**src/rtl/video_timing_pkg.sv**
```systemverilog
// rtl/video_timing_pkg.sv - shared FSM state, pixel type and colour-bar palette for the timing source
package video_timing_pkg;

  typedef enum logic [1:0] {SEEK, ARM, RUN} vtg_state_t;

  typedef struct packed {
    logic [7:0] r;
    logic [7:0] g;
    logic [7:0] b;
  } rgb888_t;

  localparam rgb888_t CBAR_WHITE   = 24'hFFFFFF;
  localparam rgb888_t CBAR_YELLOW  = 24'hFFFF00;
  localparam rgb888_t CBAR_CYAN    = 24'h00FFFF;
  localparam rgb888_t CBAR_GREEN   = 24'h00FF00;
  localparam rgb888_t CBAR_MAGENTA = 24'hFF00FF;
  localparam rgb888_t CBAR_RED     = 24'hFF0000;
  localparam rgb888_t CBAR_BLUE    = 24'h0000FF;
  localparam rgb888_t CBAR_BLACK   = 24'h000000;

  function automatic rgb888_t cbar_color(input logic [2:0] idx);
    case (idx)
      3'd0:    return CBAR_WHITE;
      3'd1:    return CBAR_YELLOW;
      3'd2:    return CBAR_CYAN;
      3'd3:    return CBAR_GREEN;
      3'd4:    return CBAR_MAGENTA;
      3'd5:    return CBAR_RED;
      3'd6:    return CBAR_BLUE;
      default: return CBAR_BLACK;
    endcase
  endfunction

endpackage

```
**src/rtl/video_timing_cnt.sv**
```systemverilog
// rtl/video_timing_cnt.sv - free-running h/v raster counters and region decode
// VTG_COLORBAR_EN adds the pix_x output (column inside the active window).
module video_timing_cnt #(
  parameter int IMG_HDISP = 640,
  parameter int IMG_VDISP = 480,
  parameter int H_SYNC    = 2,
  parameter int H_BP      = 2,
  parameter int H_FP      = 2,
  parameter int V_SYNC    = 1,
  parameter int V_BP      = 1,
  parameter int V_FP      = 1,
  localparam int H_TOTAL  = H_SYNC + H_BP + IMG_HDISP + H_FP,
  localparam int V_TOTAL  = V_SYNC + V_BP + IMG_VDISP + V_FP,
  localparam int HW       = $clog2(H_TOTAL),
  localparam int VW       = $clog2(V_TOTAL)
) (
  input  logic          clk,
  input  logic          rst,
`ifdef VTG_COLORBAR_EN
  output logic [HW-1:0] pix_x,
`endif
  output logic          hsync,
  output logic          vsync,
  output logic          active,
  output logic          first_pix,
  output logic          frame_start
);

  localparam int H_ACT = H_SYNC + H_BP;
  localparam int V_ACT = V_SYNC + V_BP;

  logic [HW-1:0] h_cnt;
  logic [VW-1:0] v_cnt;
  logic          h_act;
  logic          v_act;

  always_ff @(posedge clk or posedge rst) begin
    if (rst) begin
      h_cnt <= '0;
      v_cnt <= '0;
    end else if (h_cnt == HW'(H_TOTAL - 1)) begin
      h_cnt <= '0;
      v_cnt <= (v_cnt == VW'(V_TOTAL - 1)) ? '0 : v_cnt + 1'b1;
    end else begin
      h_cnt <= h_cnt + 1'b1;
    end
  end

  always_comb begin
    h_act       = (h_cnt >= HW'(H_ACT)) && (h_cnt < HW'(H_ACT + IMG_HDISP));
    v_act       = (v_cnt >= VW'(V_ACT)) && (v_cnt < VW'(V_ACT + IMG_VDISP));
    hsync       = h_cnt < HW'(H_SYNC);
    vsync       = v_cnt < VW'(V_SYNC);
    active      = h_act && v_act;
    first_pix   = (h_cnt == HW'(H_ACT)) && (v_cnt == VW'(V_ACT));
    frame_start = (h_cnt == '0) && (v_cnt == '0);
  end

`ifdef VTG_COLORBAR_EN
  assign pix_x = h_cnt - HW'(H_ACT);
`endif

endmodule

```
**src/rtl/video_stream_timing_src.sv**
```systemverilog
// rtl/video_stream_timing_src.sv - pixel stream to DE/HSYNC/VSYNC source, frame-locked by s_sof
// VTG_COLORBAR_EN adds input cbar_en, which replaces the stream with eight vertical colour bars.
module video_stream_timing_src #(
  parameter int IMG_HDISP = 640,
  parameter int IMG_VDISP = 480,
  parameter int H_SYNC    = 2,
  parameter int H_BP      = 2,
  parameter int H_FP      = 2,
  parameter int V_SYNC    = 1,
  parameter int V_BP      = 1,
  parameter int V_FP      = 1
) (
  input  logic        clk,
  input  logic        rst,
  input  logic        s_valid,
  input  logic        s_sof,
  input  logic [23:0] s_data,
  output logic        s_ready,
  output logic        video_vsync,
  output logic        video_hsync,
  output logic        video_de,
  output logic [23:0] video_data,
  input  logic        sts_clr,
`ifdef VTG_COLORBAR_EN
  input  logic        cbar_en,
`endif
  output logic        sts_underflow,
  output logic        sts_misalign
);
  import video_timing_pkg::*;

  vtg_state_t  state;
  logic        hsync, vsync, active, first_pix, frame_start;
  logic        cbar, accept, underflow_set, misplaced;
  logic [23:0] bar_data;

`ifdef VTG_COLORBAR_EN
  localparam int H_TOTAL = H_SYNC + H_BP + IMG_HDISP + H_FP;
  localparam int HW      = $clog2(H_TOTAL);
  localparam int BAR_W   = IMG_HDISP / 8;
  logic [HW-1:0] pix_x;
  logic [2:0]    bar_idx;

  assign cbar = cbar_en;
  // The last bar absorbs any remainder columns when IMG_HDISP is not a multiple of 8.
  always_comb begin
    bar_idx = 3'd7;
    if ((int'(pix_x) / BAR_W) < 7) bar_idx = 3'(int'(pix_x) / BAR_W);
    bar_data = cbar_color(bar_idx);
  end
`else
  assign cbar     = 1'b0;
  assign bar_data = 24'h0;
`endif

  video_timing_cnt #(
    .IMG_HDISP(IMG_HDISP), .IMG_VDISP(IMG_VDISP),
    .H_SYNC(H_SYNC), .H_BP(H_BP), .H_FP(H_FP),
    .V_SYNC(V_SYNC), .V_BP(V_BP), .V_FP(V_FP)
  ) u_cnt (
    .clk        (clk),
    .rst        (rst),
`ifdef VTG_COLORBAR_EN
    .pix_x      (pix_x),
`endif
    .hsync      (hsync),
    .vsync      (vsync),
    .active     (active),
    .first_pix  (first_pix),
    .frame_start(frame_start)
  );

  // In RUN a beat whose SOF tag disagrees with the pixel position is refused, so it can re-seed SEEK.
  always_comb begin
    s_ready = 1'b0;
    if (!rst && !cbar) begin
      case (state)
        SEEK:    s_ready = ~s_sof;
        RUN:     s_ready = active & (s_sof == first_pix);
        default: s_ready = 1'b0;
      endcase
    end
  end

  assign accept        = s_valid & s_ready;
  assign underflow_set = ~cbar & (state == RUN) & active & ~s_valid;
  assign misplaced     = ~cbar & (state == RUN) & active & s_valid & (s_sof != first_pix);

  always_ff @(posedge clk or posedge rst) begin
    if (rst) begin
      state         <= SEEK;
      video_vsync   <= 1'b0;
      video_hsync   <= 1'b0;
      video_de      <= 1'b0;
      video_data    <= 24'h0;
      sts_underflow <= 1'b0;
      sts_misalign  <= 1'b0;
    end else begin
      video_vsync <= vsync;
      video_hsync <= hsync;
      video_de    <= active;
      video_data  <= 24'h0;
      if (cbar) begin
        if (active) video_data <= bar_data;
      end else if (state == RUN && accept) begin
        video_data <= s_data;
      end
      sts_underflow <= underflow_set | (sts_underflow & ~sts_clr);
      sts_misalign  <= misplaced | (sts_misalign & ~sts_clr);
      if (cbar) begin
        state <= SEEK;
      end else begin
        case (state)
          SEEK:    if (s_valid && s_sof) state <= ARM;
          ARM:     if (frame_start) state <= RUN;
          RUN:     if (misplaced) state <= SEEK;
          default: state <= SEEK;
        endcase
      end
    end
  end

endmodule

```
**config.mk**
```make
export PLATFORM = sky130hd
export DESIGN_NAME = video_stream_timing_src
export DESIGN_NICKNAME = d
export VERILOG_FILES = /design/src/rtl/video_timing_pkg.sv /design/src/rtl/video_timing_cnt.sv /design/src/rtl/video_stream_timing_src.sv
export SDC_FILE = /design/constraint.sdc
export NUM_CORES = 1
export LEC_CHECK = 0
export BUFFER_PORTS_ARGS = -buffer_cell sky130_fd_sc_hd__buf_4
export CORE_MARGIN = 2
export CORE_UTILIZATION = 53
export DETAILED_ROUTE_END_ITERATION = 12
export PLACE_DENSITY = 0.9
export SLEW_MARGIN = 40
export SYNTH_ARGS = -nofsm -noshare
export SYNTH_HDL_FRONTEND = slang
export SYNTH_HIERARCHICAL = 1
export SYNTH_SLANG_ARGS = --single-unit
export TNS_END_PERCENT = 1
```
**constraint.sdc**
```tcl
create_clock -name clk -period 3.5 [get_ports clk]
set_input_delay 0.7 -clock clk [delete_from_list [all_inputs] [get_ports clk]]
set_output_delay 0.7 -clock clk [all_outputs]
set_load 0.05 [all_outputs]
```
# == Word-level counts from Yosys, hierarchy flattened ==
# Cells that the tools add are included.
# totals
ff_bits,50
input_bits,29
out_inout_bits,30
word_cells,61
# classes
add_sub_neg,2
n_lt_le_gt_ge,6
eq_ne,11
mux,9
bitwise_logic,13
n_reduce_logical,11
# ops
op,count
$mux 24,1
$add 10x1->10 const B,1
$eq 10x10->1 const B,1
$eq 10x3->1 const B,1
$ge 10x3->1 const B,1
$logic_not 10->1,1
$lt 10x10->1 const B,1
$lt 10x2->1 const B,1
$mux 10,1
$add 9x1->9 const B,1
$eq 9x2->1 const B,1
$eq 9x9->1 const B,1
$ge 9x2->1 const B,1
$logic_not 9->1,1
$lt 9x1->1 const B,1
$lt 9x9->1 const B,1
$mux 9,1
$and 1x1->1,8
$logic_and 1x1->1,7
$mux 2,3
$ne 2x2->1 const B,3
$pmux 2 s3,1
$not 1->1,3
$reduce_and 3->1,1
other kinds (8),9

# == Longest topological paths before layout ==
# Gate-level depths: netlist of the first run.
# depth
word_depth,9
ltp_mapped,8
depth_no_buf,7

# == By module ==
# Netlist of the first run, hierarchy kept.
# modules_own_cells
mod,instances,cells_per_inst,area_each_um2,seq_area_each_um2
video_stream_timing_src,1,110,1400.1,775.7
video_timing_cnt,1,112,1088.5,475.5

# == Least setup slack after synthesis of the first run ==
# OpenSTA, ideal clock, no wires.
# synth_path
kind,reg2out
start,register u_cnt.h_cnt[4]
end,output port s_ready
t_arrival_ns,3.215
required_ns,2.800
slack_ns,-0.415
stages_incl_launch_ff,8
n_path_buf,0
cell_sequence,dfrtp_1 or4_4 o21ai_0 nand2b_1 a221oi_1 nand2b_1 a21o_2 a211oi_1
# synth_between
elab_chain_len,6
elab_cells_between_ends,10
classes_between,2 x order compare; 2 x eq/ne; 2 x mux; 1 x bitwise; 3 x reduce/logical
# synth_lines
item,line,text
"start, declared",video_timing_cnt.sv:32,logic [HW-1:0] h_cnt;
"start signal, assigned",video_timing_cnt.sv:45,h_cnt <= h_cnt + 1'b1;
$ge 10x3->1 / $lt 10x10->1 (equally long branches),video_timing_cnt.sv:50,h_act = (h_cnt >= HW'(H_ACT)) && (h_cnt < HW'(H_ACT + IMG_HDISP));
$logic_and 1x1->1 (*),video_timing_cnt.sv:50,
$logic_and 1x1->1 (*),video_timing_cnt.sv:54,active = h_act && v_act;
net active,video_stream_timing_src.sv:33,"logic hsync, vsync, active, first_pix, frame_start;"
$and 1x1->1 (*),video_stream_timing_src.sv:79,RUN: s_ready = active & (s_sof == first_pix);
$pmux 1 s2 (*),video_stream_timing_src.sv:77,case (state)
$mux 1 (*),video_stream_timing_src.sv:76,if (!rst && !cbar) begin
"end, declared",video_stream_timing_src.sv:18,"output logic s_ready,"
# The timed path passes the listed nets; every way through them passes the cells marked *.

# == Final worst setup path of the first run ==
# layout_path
start,register u_cnt.h_cnt[4]
end,output port s_ready
# layout_between
elab_chain_len,6
elab_cells_between_ends,10
classes_between,2 x order compare; 2 x eq/ne; 2 x mux; 1 x bitwise; 3 x reduce/logical
# layout_lines
item,line,text
$eq 10x3->1,video_timing_cnt.sv:55,first_pix = (h_cnt == HW'(H_ACT)) && (v_cnt == VW'(V_ACT));
$logic_and 1x1->1,video_timing_cnt.sv:55,
net first_pix,video_stream_timing_src.sv:33,
$eq 1x1->1,video_stream_timing_src.sv:79,
$and 1x1->1,video_stream_timing_src.sv:79,
$pmux 1 s2,video_stream_timing_src.sv:77,
$mux 1,video_stream_timing_src.sv:76,
# The timed path passes the listed nets, and every way through them passes these cells.

==> results.json, run 1 <==
{
  "drtIter0Drc": 120,
  "cts_tree": "yes",
  "die_w_um": 72.5,
  "tns_ns": 0,
  "area_delta_synth_final_pct": 22.6,
  "dieArea_um2": 5260,
  "slew_viol_final": 0,
  "p_sw_frac": 0.219,
  "fill_cells": 321,
  "cts_sinks": 50,
  "syn_area_per_cell_um2": 11.2,
  "slew_headroom": 0.485,
  "crit_arrival_ns": 2.61,
  "synth_area_leaders": "dfrtp_1 50%, or4b_1 9.7%, a21oi_2 6.7%",
  "synth_nets": 257,
  "rsz0062_at_grt": "false",
  "hold_slack_ns": 0.528,
  "coreArea_um2": 4440,
  "synthTopCellsByCount": "50 x dfrtp_1, 24 x or4b_1, 19 x a21oi_2",
  "final_nets": 311,
  "port_buffers": 58,
  "place_area_um2": 2940,
  "fin_cells": 329,
  "cts_resized": 0,
  "htree_num_levels": 2,
  "vias": 1928,
  "outcome": "complete, no violations",
  "synth_top_area_cell": "dfrtp_1",
  "root_buffer": "clkbuf_8",
  "grt_max_degree": 32,
  "post_route_cells_drive_above_1_share": 0.357,
  "combPwrFrac": 0.052,
  "start_kind": "flop",
  "yosysSeqAreaShare": 0.503,
  "pwr-share-seq": 0.593,
  "power.switching_mw": 0.213,
  "initial_core_util": 0.560,
  "period_needed_ns": 3.31,
  "route.antenna.remaining_nets": 0,
  "power_frac_clock": 0.355,
  "syn_area_um2": 2490,
  "viasPerCell": 5.86,
  "drc": 0,
  "yosys_register_bits": 50,
  "async_flop_share": 1.00,
  "dpl.cell_count": 321,
  "post_cts_buffers": 0,
  "fin_skew_ns": 0.00952,
  "synth_cell_type_count": 40,
  "irDropWorstVdd_uv": 167,
  "setup-violations-final": 0,
  "finalHoldViolations": 0,
  "power_leakage_nw": 1.45,
  "antenna_found_initial": 0,
  "max_freq_mhz": 302,
  "hpwl_um": 3550,
  "synth-warning-count": 6,
  "holdBufCountCts": 0,
  "final_cell_area_um2": 3050,
  "cp_data_required_time_ns": 2.80,
  "grtUsageTotal": 0.203,
  "die_y_um": 72.5,
  "p_per_area_nw_per_um2": 319,
  "ios": 59,
  "grt_overflow": 0,
  "synth-edff-count": 0,
  "hold_class": "flop to flop",
  "totalWireLength_um": 5130,
  "postSynthCellCount": 222,
  "intPower_mw": 0.760,
  "r2r_start": "u_cnt/h_cnt[4]$_DFF_PP0_",
  "rows": 24,
  "end_kind": "output pin",
  "clkTransAtPathRegs_ns": 0.09,
  "yosysMostFrequentCell": "dfrtp_1",
  "worst_setup_path_startpoint": "u_cnt/h_cnt[4]$_DFF_PP0_",
  "cp_max_fo": 7,
  "dr.pass1.iters": 4,
  "fin_total_pwr_mw": 0.973,
  "period_share": 0.945,
  "grt_pass1_wl_um": 8400,
  "synth_ff_type": "dfrtp_1",
  "synth_top_area_frac": 0.503,
  "wl_per_cell_um": 15.6,
  "n_antenna_cell": 0,
  "gp_congestion": 0.868,
  "max_cap_violations": 0,
  "grt_pass1_vias": 1847,
  "clockBufferDepth": 2,
  "path_class": "flop to output pin",
  "worst_slew_pin_slew_ns": 0.773,
  "clk_latency_ns": 0.30,
  "cts_buffers": 5,
  "hold_start": "u_cnt/h_cnt[6]$_DFF_PP0_"
}
sequential cells by signal (all words and copies together), names as in the netlist:
name and cells:
u_cnt/v_cnt 9, video_vsync 1, u_cnt/h_cnt 10, state 2
video_hsync 1, video_data 24, video_de 1, sts_misalign 1
sts_underflow 1
placed cells by master, fill, tap and decap left out, types with 3 or more instances in the layout:
| cell type | n |
|---|---|
| buf_4 | 60 |
| dfrtp_1 | 49 |
| or4b_1 | 24 |
| a21oi_2 | 19 |
| inv_1 | 10 |
| nor2_1 | 9 |
| and3_1 | 9 |
| nand3_1 | 9 |
| xor2_1 | 8 |
| nand2_1 | 8 |
| nand4_1 | 6 |
| clkbuf_8 | 6 |
| o21ai_0 | 6 |
| ha_1 | 6 |
| a21oi_1 | 5 |
| or3_1 | 3 |
| and4_1 | 3 |
| nor3_1 | 3 |
| a22o_1 | 3 |
power by group through the flow:
| stage | Sequential, mW | Clock, mW | Combinational, mW |
|---|---|---|---|
| 6_report | 0.577 | 0.345 | 0.0506 |
| 2_1_floorplan | 0.589 | 0 | 0.0209 |
| 5_1_grt | 0.577 | 0.378 | 0.0562 |
| 3_3_place_gp | 0.589 | 0 | 0.0518 |
| 4_1_cts | 0.577 | 0.355 | 0.0517 |
| 3_5_place_dp | 0.589 | 0 | 0.0513 |
layer usage:
metal  share of wire  vias up  track usage  wire length [um]
li1                -      925            -                 -
met1            0.44      947        0.262              2250
met2            0.50       50        0.351              2570
met3           0.052        6       0.0389               266
met4          0.0074        0       0.0535                38
met5               0        -            0                 0
worst max-delay path, stage by stage (launching register included):
cell and delay, ns:
dfrtp_2 0.45, or4_4 0.57, nor4_2 0.29, and3_1 0.22, and3_1 0.21, nand4_1 0.13
a211oi_2 0.24, buf_6 0.20
through the flow:
stage	setup slack [ns]	util
2_1_floorplan	0.0615	-
3_3_place_gp	0.526	0.661
3_5_place_dp	0.454	0.661
4_1_cts	0.105	0.683
5_1_grt	0.0212	0.687
6_report	0.191	0.687
worst paths after layout:
path                                                  to  slack, ns  depth (start not counted)
worst max-delay path                             s_ready       0.19                          7
worst min-delay path            u_cnt/h_cnt[6]$_DFF_PP0_       0.53                          1
worst max register to register   video_data[3]$_DFF_PP0_       0.90                          8
worst min register to register  u_cnt/h_cnt[6]$_DFF_PP0_       0.53                          1
max in group asynchronous       u_cnt/h_cnt[4]$_DFF_PP0_       2.36                          2
min in group asynchronous       video_data[21]$_DFF_PP0_       0.59                          2
logic make-up (layout without fill, tap and decap cells):
logic type      count (synthesis)  after routing  share of synthesized area
mux                             2              2                    0.00905
simple gates                   86             86                      0.242
fa+ha+maj                       6              6                     0.0302
flops                          50             50                      0.503
buf+inv                        25             80                     0.0478
compound gates                 43             43                      0.133
xor+xnor                       10             10                     0.0352
cell type report:
| class | instances | area (um2) | area share |
|---|---|---|---|
| Sequential cell | 50 | 1250 | 0.410 |
| Multi-Input combinational cell | 147 | 1140 | 0.372 |
| Timing Repair Buffer | 61 | 462 | 0.151 |
| Clock buffer | 6 | 82.6 | 0.0271 |
| Tap cell | 52 | 65.1 | 0.0213 |
| Inverter | 11 | 41.3 | 0.0135 |
| Clock inverter | 2 | 12.5 | 0.00410 |
(Power assumes the default switching activity.)
==> inputs of run 2 (changes only) <==
Settings changed: ABC_AREA from default to 1, MAX_ROUTING_LAYER from default to met4, PLACE_DENSITY 0.9 to 0.82.
==> results.json, run 2 <==
{
  "outcome": "complete, no violations",
  "fin_skew_ns": 0.00577,
  "period_needed_ns": 2.94,
  "htree_num_levels": 2,
  "p_sw_frac": 0.211,
  "pwr-share-seq": 0.559,
  "synth-edff-count": 0,
  "grtUsageTotal": 0.222,
  "grt_overflow": 0,
  "hold_class": "primary input to asynchronous set/reset pin",
  "grt_max_degree": 32,
  "post-route-util": 0.686,
  "power_leakage_nw": 1.66,
  "setup-violations-final": 0,
  "top_register": "video_data",
  "reg2reg_setup_slack_ns": 1.28,
  "synthTopCellsByCount": "62 x inv_1, 56 x nand2_1, 52 x nor2_1",
  "die_y_um": 71.9,
  "cts_buffers": 5,
  "cp_data_required_time_ns": 2.80,
  "ios": 59,
  "syn_area_per_cell_um2": 8.18,
  "synth_top_area_cell": "dfrtp_1",
  "tns_ns": 0,
  "use_met3": 0.0583,
  "end_kind": "output pin",
  "intPower_mw": 0.819,
  "synth_top_area_frac": 0.512,
  "synth_area_leaders": "dfrtp_1 51%, inv_1 9.5%, nand2_1 8.6%",
  "holdBufCountCts": 0,
  "use_met2": 0.351,
  "antenna_found_initial": 0,
  "cp_max_fo": 6,
  "cts_sinks": 50,
  "combPwrFrac": 0.055,
  "postSynthCellCount": 299,
  "final_nets": 397,
  "grt_most_used_layer": "met2",
  "drc": 0,
  "dr.pass1.iters": 4,
  "slew_viol_final": 0,
  "synth_cell_type_count": 22,
  "drtIter0Drc": 122,
  "root_buffer": "clkbuf_8",
  "clkTransAtPathRegs_ns": 0.09,
  "n_antenna_cell": 0,
  "synth-warning-count": 6,
  "cts_tree": "yes",
  "start_kind": "flop",
  "synth_nets": 334,
  "gp_congestion": 0.928,
  "max_freq_mhz": 340,
  "grt_pass1_vias": 1927,
  "period_share": 0.841,
  "post_cts_buffers": 0,
  "post_route_cells_drive_above_1_share": 0.245,
  "worst_slew_pin_slew_ns": 0.678,
  "yosysSeqAreaShare": 0.512,
  "hpwl_um": 3830,
  "mostFrequentLayoutCell": "inv_1",
  "crit_arrival_ns": 2.24,
  "syn_area_um2": 2440,
  "yosys_register_bits": 50,
  "rows": 24,
  "synth_ff_type": "dfrtp_1",
  "path_class": "flop to output pin",
  "totalWireLength_um": 5080,
  "power_frac_clock": 0.386,
  "max_cap_violations": 0,
  "clk_latency_ns": 0.30,
  "finalHoldViolations": 0,
  "wl_per_cell_um": 12.2,
  "rsz0062_at_grt": "false",
  "viasPerCell": 4.83,
  "p_per_area_nw_per_um2": 342,
  "power.switching_mw": 0.218,
  "met1_usage": 0.271,
  "top_regs": "video_data (24), u_cnt/h_cnt (10), u_cnt/v_cnt (9)",
  "port_buffers": 58,
  "slew_headroom": 0.545,
  "async_flop_share": 1.00,
  "clockBufferDepth": 2,
  "yosysMostFrequentCell": "inv_1",
  "layout_common_cells": "61 x inv_1, 59 x buf_4, 56 x nand2_1",
  "grt_pass1_wl_um": 8620,
  "coreArea_um2": 4410,
  "irDropWorstVdd_uv": 223,
  "route.antenna.remaining_nets": 0,
  "die_w_um": 71.9,
  "initial_core_util": 0.554,
  "vias": 2004,
  "area_delta_synth_final_pct": 23.9,
  "largest_reg_flops": 24,
  "cts_resized": 0,
  "dieArea_um2": 5170
}
run 2: layer usage:
layer	routed length (um)	share of wire
met1	2160	0.43
met2	2430	0.48
met3	381	0.075
met4	100	0.020
met5	0	0
run 2: area by class of cell:
cell class	count	area, um2
clock inverters	2	37.5
multi-input cells	183	923
flip-flops and latches	50	1250
clock buffers	6	72.6
repair buffers	59	443
inverters	63	236
well taps	52	65.1
fillers	352	1390
run 2: cells by family after synthesis:
logic type      count (synthesis)  synth area share
compound gates                 12            0.0266
fa+ha+maj                       6            0.0307
flops                          50             0.512
xor+xnor                        6            0.0215
simple gates                  159             0.299
buf+inv                        66             0.111
run 2: per-stage QoR:
stage / hold WS [ns] / total power [mW] / setup slack [ns] / cells / instance area (um2)
6_report: 0.433 / 1.04 / 0.558 / 415 / 3030
5_1_grt: 0.477 / 1.08 / 0.384 / 415 / 3030
4_1_cts: 0.504 / 1.05 / 0.615 / 415 / 3030
3_5_place_dp: 0.494 / 0.650 / 0.968 / 407 / 2920
3_3_place_gp: 0.483 / 0.649 / 1.09 / 407 / 2920
2_1_floorplan: 0.449 / 0.617 / 0.754 / 299 / 2440
run 2: worst paths after layout:
kind	end	depth (start not counted)	from
setup / recovery	s_ready	8	u_cnt/v_cnt[3]$_DFFE_PP0N_
hold / removal	u_cnt/h_cnt[3]$_DFF_PP0_	2	rst
setup reg to reg	video_data[0]$_DFF_PP0_	9	u_cnt/v_cnt[3]$_DFFE_PP0N_
hold reg to reg	video_hsync$_DFF_PP0_	1	u_cnt/h_cnt[1]$_DFF_PP0_
max in group asynchronous	video_data[4]$_DFF_PP0_	3	rst
min in group clk	video_hsync$_DFF_PP0_	1	u_cnt/h_cnt[1]$_DFF_PP0_
run 2: critical path: stages, from the launching register on:
cell	delay, ns
dfrtp_1	0.44
nor2_1	0.29
nand3_1	0.15
nor4_1	0.43
nand2_1	0.13
nand2_1	0.11
nand2_2	0.07
a21oi_1	0.12
buf_4	0.21
run 2: power by group through the flow:
stage | Combinational (mW) | Clock (mW) | Sequential, mW
5_1_grt | 0.0645 | 0.436 | 0.580
3_3_place_gp | 0.0576 | 0 | 0.591
4_1_cts | 0.0587 | 0.412 | 0.580
2_1_floorplan | 0.0258 | 0 | 0.591
6_report | 0.0571 | 0.400 | 0.580
3_5_place_dp | 0.0583 | 0 | 0.591
==> inputs of run 3 (changes only) <==
Clock period 3.5 ns to 3 ns, I/O delays scaled along.
==> results.json, run 3 (same netlist as run 2, synthesis figures left out) <==
{
  "finalHoldViolations": 0,
  "crit_arrival_ns": 2.20,
  "mostFrequentLayoutCell": "inv_1",
  "irDropWorstVdd_uv": 190,
  "port_buffers": 58,
  "final_nets": 397,
  "cp_data_required_time_ns": 2.40,
  "top_regs": "video_data (24), u_cnt/h_cnt (10), u_cnt/v_cnt (9)",
  "setup-violations-final": 0,
  "die_w_um": 71.9,
  "hpwl_um": 3840,
  "route.antenna.remaining_nets": 0,
  "post_route_cells_drive_above_1_share": 0.245,
  "rr_endpoint": "video_data[22]$_DFF_PP0_",
  "grt_pass1_vias": 1961,
  "cts_sinks": 50,
  "worst_slew_pin_slew_ns": 0.687,
  "fin_cells": 415,
  "fill_cells": 353,
  "antenna_found_initial": 0,
  "slew_viol_final": 0,
  "grt_overflow": 0,
  "grt_pass1_wl_um": 8470,
  "endpoint": "s_ready",
  "grt_max_degree": 32,
  "period_share": 0.932,
  "power_leakage_nw": 1.66,
  "max_freq_mhz": 358,
  "top_register": "video_data",
  "tns_ns": 0,
  "place_area_um2": 2920,
  "rsz0062_at_grt": "false",
  "cts_tree": "yes",
  "ios": 59,
  "outcome": "complete, no violations",
  "regArea_um2": 1250,
  "drtIter0Drc": 142,
  "vias": 2050,
  "drc": 0,
  "start_kind": "flop",
  "n_antenna_cell": 0,
  "fin_skew_ns": 0.00832,
  "hold_class": "primary input to asynchronous set/reset pin",
  "dieArea_um2": 5170,
  "final_cell_area_um2": 3030,
  "cts_buffers": 5,
  "clkTransAtPathRegs_ns": 0.09,
  "r2r_cells": 11,
  "reg2reg_setup_slack_ns": 0.85,
  "post_cts_buffers": 0,
  "htree_num_levels": 2,
  "gp_congestion": 0.928,
  "wl_per_cell_um": 12.4,
  "hold_slack_ns": 0.341,
  "layout_setup_ws_ns": 0.204,
  "multi_input_area_um2": 923,
  "cts_resized": 0,
  "cp_max_fo": 6,
  "layout_common_cells": "61 x inv_1, 59 x buf_4, 56 x nand2_1",
  "worst_setup_path_startpoint": "u_cnt/v_cnt[3]$_DFFE_PP0N_",
  "die_y_um": 71.9,
  "clockBufferDepth": 2,
  "initial_core_util": 0.554,
  "post-place-ws_ns": 0.559,
  "fin_total_pwr_mw": 1.21,
  "largest_reg_flops": 24,
  "end_kind": "output pin",
  "dpl.cell_count": 407,
  "p_per_area_nw_per_um2": 399,
  "holdBufCountCts": 0,
  "coreArea_um2": 4410,
  "root_buffer": "clkbuf_8",
  "path_class": "flop to output pin",
  "period_needed_ns": 2.80,
  "slew_headroom": 0.539,
  "totalWireLength_um": 5150,
  "dr.pass1.iters": 5,
  "max_cap_violations": 0,
  "r2r_start": "u_cnt/v_cnt[3]$_DFFE_PP0N_",
  "clk_latency_ns": 0.30,
  "post-route-util": 0.686,
  "grtUsageTotal": 0.214,
  "area_delta_synth_final_pct": 23.9,
  "viasPerCell": 4.94,
  "rows": 24
}
run 3: cell counts in the layout (fill, tap and decap cells not counted):
Identical to the previous run, type by type.
run 3: where the power goes:
part	leakage (nW)	internal (mW)	total, mW	switching [mW]
clock	0.0514	0.249	0.465	0.216
combinational	0.931	0.0309	0.0667	0.0358
sequential	0.675	0.675	0.676	0.00105
total	1.66	0.955	1.21	0.253
run 3: cell type report:
cell class,instances,share of cell area
clock buffer,6,0.0240
multi-input combinational,183,0.305
timing repair buffer,59,0.146
tap,52,0.0215
inverter,63,0.0781
clock inverter,2,0.0124
sequential,50,0.413
run 3: worst min path at each step:
stage,startpoint,to,slack (ns),cells after the start
floorplan,u_cnt/h_cnt[1]$_DFF_PP0_,video_hsync$_DFF_PP0_,0.45,1
global placement,u_cnt/h_cnt[1]$_DFF_PP0_,video_hsync$_DFF_PP0_,0.48,1
detailed placement,u_cnt/h_cnt[1]$_DFF_PP0_,video_hsync$_DFF_PP0_,0.49,1
CTS,rst,u_cnt/h_cnt[1]$_DFF_PP0_,0.48,2
global route,rst,u_cnt/h_cnt[3]$_DFF_PP0_,0.38,2
finish,rst,u_cnt/h_cnt[3]$_DFF_PP0_,0.34,2
run 3: worst max-delay path, cell delays in order, from the launching register on:
cell     delay (ns)
dfrtp_1        0.43
nor2_1         0.30
nand3_1        0.19
nand2_1        0.11
nand4_1        0.10
nor2_1         0.14
inv_1          0.08
nor2_4         0.13
nand2_2        0.07
a21oi_1        0.13
buf_4          0.22
run 3: layer usage:
layer  global-route usage  share of wire  vias up
met1                0.256           0.41      925
met3               0.0514          0.082       15
met5                    -              0        -
met4               0.0776          0.027        0
li1                     -              -     1020
met2                0.355           0.48       90
